## src/rtl/sc_counter_et.sv

```systemverilog
`default_nettype none
`timescale 1ns/1ps
// ============================================================================
// Module   : sc_counter_et
// Purpose  : Stochastic-to-binary converter. Counts ones on NUM_INPUTS parallel
//            bitstreams over 2^prec cycles, then presents results scaled to the
//            2^WIDTH range behind a valid/ready handshake. Supports early
//            termination (reduced prec) and abort.
// Revision : 1.0 - initial release
// ============================================================================
module sc_counter_et #(
  parameter int WIDTH      = 8,
  parameter int NUM_INPUTS = 2
) (
  input  logic                              clk,
  input  logic                              rst,
  input  logic                              start,
  input  logic [$clog2(WIDTH+1)-1:0]        prec,
  input  logic                              abort,
  input  logic [NUM_INPUTS-1:0]             Xs,
  output logic                              busy,
  output logic                              valid,
  input  logic                              ready,
  output logic [NUM_INPUTS*(WIDTH+1)-1:0]   Zs,
  output logic [WIDTH:0]                    cycles
);

  localparam int              PW         = $clog2(WIDTH+1);
  localparam logic [PW-1:0]   C_PREC_MAX = PW'(WIDTH);

  typedef logic [WIDTH:0] cnt_t;

  typedef enum logic [1:0] {
    S_IDLE = 2'd0,
    S_RUN  = 2'd1,
    S_DONE = 2'd2
  } state_t;

  state_t                        state_q, state_d;
  logic [PW-1:0]                 prec_q, prec_d;
  cnt_t                          cyc_q, cyc_d;
  logic [NUM_INPUTS-1:0][WIDTH:0] cnt_q, cnt_d;
  logic [NUM_INPUTS-1:0][WIDTH:0] zs_q, zs_d;
  cnt_t                          cycles_q, cycles_d;

  // Helpers: next cycle count, run length target and output scaling shift
  cnt_t          w_cyc_inc;
  cnt_t          w_target;
  logic [PW-1:0] w_shamt;
  logic [PW-1:0] w_prec_eff;

  assign w_cyc_inc  = cyc_q + cnt_t'(1);
  assign w_target   = cnt_t'(1) << prec_q;
  assign w_shamt    = C_PREC_MAX - prec_q;
  // Out-of-range precision (0 or above WIDTH) falls back to full precision
  assign w_prec_eff = (prec != '0 && prec <= C_PREC_MAX) ? prec : C_PREC_MAX;

  // Next-state and datapath update; abort wins over completion on the same edge
  always_comb begin
    state_d  = state_q;
    prec_d   = prec_q;
    cyc_d    = cyc_q;
    cnt_d    = cnt_q;
    zs_d     = zs_q;
    cycles_d = cycles_q;
    case (state_q)
      S_IDLE: begin
        if (start) begin
          prec_d  = w_prec_eff;
          cyc_d   = '0;
          cnt_d   = '0;
          state_d = S_RUN;
        end
      end
      S_RUN: begin
        if (abort) begin
          state_d = S_IDLE;
        end else begin
          for (int i = 0; i < NUM_INPUTS; i++) begin
            cnt_d[i] = cnt_q[i] + cnt_t'(Xs[i]);
          end
          cyc_d = w_cyc_inc;
          if (w_cyc_inc == w_target) begin
            state_d = S_DONE;
            for (int i = 0; i < NUM_INPUTS; i++) begin
              zs_d[i] = cnt_d[i] << w_shamt;
            end
            cycles_d = w_cyc_inc;
          end
        end
      end
      S_DONE: begin
        if (ready) begin
          state_d = S_IDLE;
        end
      end
      default: state_d = S_IDLE;
    endcase
  end

  // State register
  always_ff @(posedge clk or posedge rst) begin
    if (rst) begin
      state_q <= S_IDLE;
    end else begin
      state_q <= state_d;
    end
  end

  // Counters and held results
  always_ff @(posedge clk or posedge rst) begin
    if (rst) begin
      prec_q   <= '0;
      cyc_q    <= '0;
      cnt_q    <= '0;
      zs_q     <= '0;
      cycles_q <= '0;
    end else begin
      prec_q   <= prec_d;
      cyc_q    <= cyc_d;
      cnt_q    <= cnt_d;
      zs_q     <= zs_d;
      cycles_q <= cycles_d;
    end
  end

  assign busy   = (state_q == S_RUN);
  assign valid  = (state_q == S_DONE);
  assign Zs     = zs_q;
  assign cycles = cycles_q;

endmodule
`default_nettype wire

```

## config.mk

```make
export PLATFORM = sky130hd
export DESIGN_NAME = sc_counter_et
export DESIGN_NICKNAME = d
export VERILOG_FILES = /design/src/rtl/sc_counter_et.sv
export SDC_FILE = /design/constraint.sdc
export NUM_CORES = 1
export LEC_CHECK = 0
export BUFFER_PORTS_ARGS = -buffer_cell sky130_fd_sc_hd__buf_2
export CORE_MARGIN = 2
export CORE_UTILIZATION = 32
export CTS_CLUSTER_SIZE = 40
export DETAILED_ROUTE_END_ITERATION = 8
export SYNTH_ARGS = -nofsm -noshare
export SYNTH_HDL_FRONTEND = slang
export SYNTH_SLANG_ARGS = --single-unit
```

## constraint.sdc

```tcl
create_clock -name clk -period 3.4 [get_ports clk]
set_input_delay 0.51 -clock clk [delete_from_list [all_inputs] [get_ports clk]]
set_output_delay 0.51 -clock clk [all_outputs]
set_load 0.005 [all_outputs]
```

==> flow_metrics.tcl <==
set metrics [dict create \
    p_clk_share_pct 20.9 \
    start_kind "register" \
    cts_tree "done" \
    syn-num-nets 512 \
    instances_no_fill 687 \
    drt-initial-drc-count 270 \
    grt_usage_pct 15.62 \
    grt_pass1_wl_mm 17.84 \
    relSlewSlack_pct 47.12 \
    grt_pass1_vias 3536 \
    yosys_warnings 0 \
    final-max-slew-violation-count 0 \
    critPathSlowestCell "or4b_1" \
    synth_top_area_cell "dfrtp_1" \
    seqPwrFrac_pct 25.7 \
    cts_hold_buffers 0 \
    drtAntennaViolNets 0 \
    fin_ws_ns 0.4161 \
    worst_pin_slew_ns 0.7876 \
    r2r_slack_ns 0.42 \
    final_nets 532 \
    fp.dieH_um 118.8 \
    fmax_mhz 335.1 \
    cts_resized 0 \
    h-tree-depth 3 \
    start_util_pct 33.13 \
    hpwl_mm 7.681 \
    swShare_pct 43.92 \
    root_buffer "clkbuf_16" \
    antenna_found_initial 0 \
    post-place-ws_ns 0.4295 \
    synth_flop_cell "dfrtp_1" \
    min_period_over_period_pct 87.76 \
    place_inst 671 \
    post-route-drc-count 0 \
    core_area_sq_mm 0.01272 \
    post-route-min-period_ns 2.984 \
    p_per_area_mw_per_mm2 829.9 \
    status "finished, final reports clean" \
    vias_per_cell 5.319 \
    vdd_drop_max_mv 0.4122 \
    drive_gt1_share_pct 17.86 \
    die-width_um 118.8 \
    cp.arrival_ns 3.20 \
    power_frac_comb_pct 53.4 \
    post_cts_buffers 0 \
    fin_total_pwr_mw 3.988 \
    synth-edff-count 0 \
    synth.area.mux_share_pct 10.39 \
    port_buffers 39 \
    syn_avg_cell_area_sq_um 8.603 \
    p_leak_nw 2.116 \
    vias 3654 \
    endpoint_kind "register" \
    rows 41 \
    synthDistinctLibCells 62 \
    synth_top_family_by_area "compound AO/OA/AOI/OAI gates" \
    finalSetupTns_ns 0 \
    p_switching_mw 1.752 \
    clkTransAtPathRegs_ns 0.05 \
    cap_violations 0 \
    cts_inserted_buffers 9 \
    r2r-start "prec_q[1]$_DFFE_PP0P_" \
    cts_buffer_depth 2 \
    num-fill-cells 1328 \
    worst-r2r-cell-count 10 \
    stdcell_area_sq_mm 0.004806 \
    post_dp_cell_area_sq_mm 0.004534 \
    r2r_end "Zs[9]$_DFFE_PP0P_" \
    rsz0062_at_grt "false" \
    drt-wirelength-per-cell_um 15.37 \
    worstHoldPathType "primary input to async pin" \
    io_pins 40 \
    die_area_sq_mm 0.01411 \
    ys_top_cells_by_area "dfrtp_1 36%, o21ai_0 6.1%, nand2_1 4.4%" \
    routed_wl_mm 10.56 \
    path_max_fanout 20 \
    skew_ns 0.005488 \
    ys_ff_latch 60 \
    grt_max_degree 36 \
    p_int_mw 2.237 \
    setup_viol 0 \
    postSynthCellCount 490 \
    slowest_delay_ns 0.50 \
    gp_congestion 0.8817 \
    synth_adder_area_share_pct 3.265 \
    dr.pass1.iters 4 \
    synth_xor_xnor_area_share_pct 4.156 \
    crit_top_cell "ha_1" \
    crit_required_ns 3.62 \
    crit_chain "inv_1, ha_1, ha_1, xnor2_1, or4b_1, o311ai_1, nand4_2, nor4_4, buf_4, mux2_2" \
    synth_compound_area_share_pct 20.72 \
    synthSimpleGateAreaFrac_pct 20.30 \
    syn_area_sq_mm 0.004215 \
    clk_latency_ns 0.33 \
    clock_sinks 60 \
    finalHoldViolCount 0 \
    async_flop_share_pct 100.0 \
    area_growth_pct 14.01 \
    synth.top_cell.area_share_pct 35.62 \
    seq_area_frac_synth_pct 35.62 \
    path_class "register to register" \
    grt_overflow 0 \
    num_antenna_cells 0 \
]
## critical path: cells and delay by family, from the launching register on
family,cells,cell delay (ns)
DFF,1,0.40
buffers and inverters,2,0.44
and+or+nand+nor,3,0.93
xor gates and xnor gates,1,0.14
muxes,1,0.38
AOI/OAI and AO/OA,1,0.13
adders and majority gates,2,0.44
## sequential cells by signal (all words and copies together), names as in the netlist
register  flops
cnt_q        18
cycles        9
cyc_q         9
prec_q        4
state_q       2
Zs           18
## cells in the final DEF (no fill, tap or decap), types with 7 or more instances in the layout
| cell | count |
|---|---|
| nor3_1 | 8 |
| o211ai_1 | 9 |
| clkbuf_16 | 9 |
| mux2_4 | 10 |
| mux2_2 | 10 |
| and3_1 | 10 |
| xnor2_1 | 14 |
| mux2i_1 | 13 |
| buf_4 | 11 |
| nand2b_1 | 10 |
| a21oi_1 | 20 |
| nor2_1 | 38 |
| nor2b_1 | 9 |
| ha_1 | 11 |
| nand3_1 | 16 |
| o21ai_0 | 51 |
| o31ai_1 | 7 |
| inv_1 | 14 |
| nand2_1 | 49 |
| dfrtp_1 | 60 |
| buf_2 | 39 |
## area by class of cell
type / count / area (sq um) / area share (%)
Tap cell: 172 / 215.2 / 4.478
Timing Repair Buffer: 50 / 277.8 / 5.780
Multi-Input combinational cell: 373 / 2480 / 51.60
Sequential cell: 60 / 1501 / 31.24
Inverter: 16 / 60.06 / 1.250
Clock buffer: 12 / 246.5 / 5.129
Clock inverter: 4 / 25.02 / 0.5207
## per-stage QoR
| stage | hold WS (ns) | utilization, % |
|---|---|---|
| finish | 0.1083 | 37.78 |
| CTS | 0.1100 | 37.78 |
| detailed placement | 0.4698 | 35.64 |
| global placement | 0.4592 | 35.64 |
| floorplan | 0.4701 | - |
| global route | 0.1221 | 37.78 |
## kinds of logic after synthesis
family          Yosys count
simple gates            170
compound gates          135
flops                    60
buf+inv                  57
mux                      37
xor+xnor                 20
fa+ha+maj                11
## per-layer routing
metal	GRT usage, %	wire length, um	part of all wire (%)
met5	0	0	0
met3	3.958	464	4.4
met4	4.018	79	0.75
met1	20.01	4715	45
met2	26.15	5298	50
## how the worst max path moves through the flow
| stage | to | slack (ns) | startpoint |
|---|---|---|---|
| floorplan | Zs[0]$_DFFE_PP0P_ | 0.05 | prec_q[0]$_DFFE_PP0P_ |
| global placement | Zs[8]$_DFFE_PP0P_ | 0.50 | prec_q[1]$_DFFE_PP0P_ |
| detailed placement | Zs[9]$_DFFE_PP0P_ | 0.43 | prec_q[1]$_DFFE_PP0P_ |
| CTS | Zs[9]$_DFFE_PP0P_ | 0.40 | prec_q[1]$_DFFE_PP0P_ |
| global route | Zs[9]$_DFFE_PP0P_ | 0.21 | prec_q[1]$_DFFE_PP0P_ |
| finish | Zs[9]$_DFFE_PP0P_ | 0.42 | prec_q[1]$_DFFE_PP0P_ |
## cell usage after synthesis (all sizes together) (7+ instances only)
library cell	instances
a21oi	20
and3	10
buf	7
clkbuf	34
dfrtp	60
ha	11
inv	15
mux2	24
mux2i	13
nand2	49
nand2b	10
nand3	16
nand4	7
nor2	38
nor2b	9
nor3	8
o211ai	9
o21ai	51
o31ai	7
xnor2	14
## power by group through the flow
stage               clock network (mW)  logic, mW  registers (mW)
finish                           0.832       2.13            1.03
global route                     0.889       2.39            1.05
CTS                              0.860       2.14            1.03
detailed placement                   0       2.13            1.03
global placement                     0       2.09            1.03
floorplan                            0       1.62           0.992
Note: power is estimated with default switching activity, not from simulation.
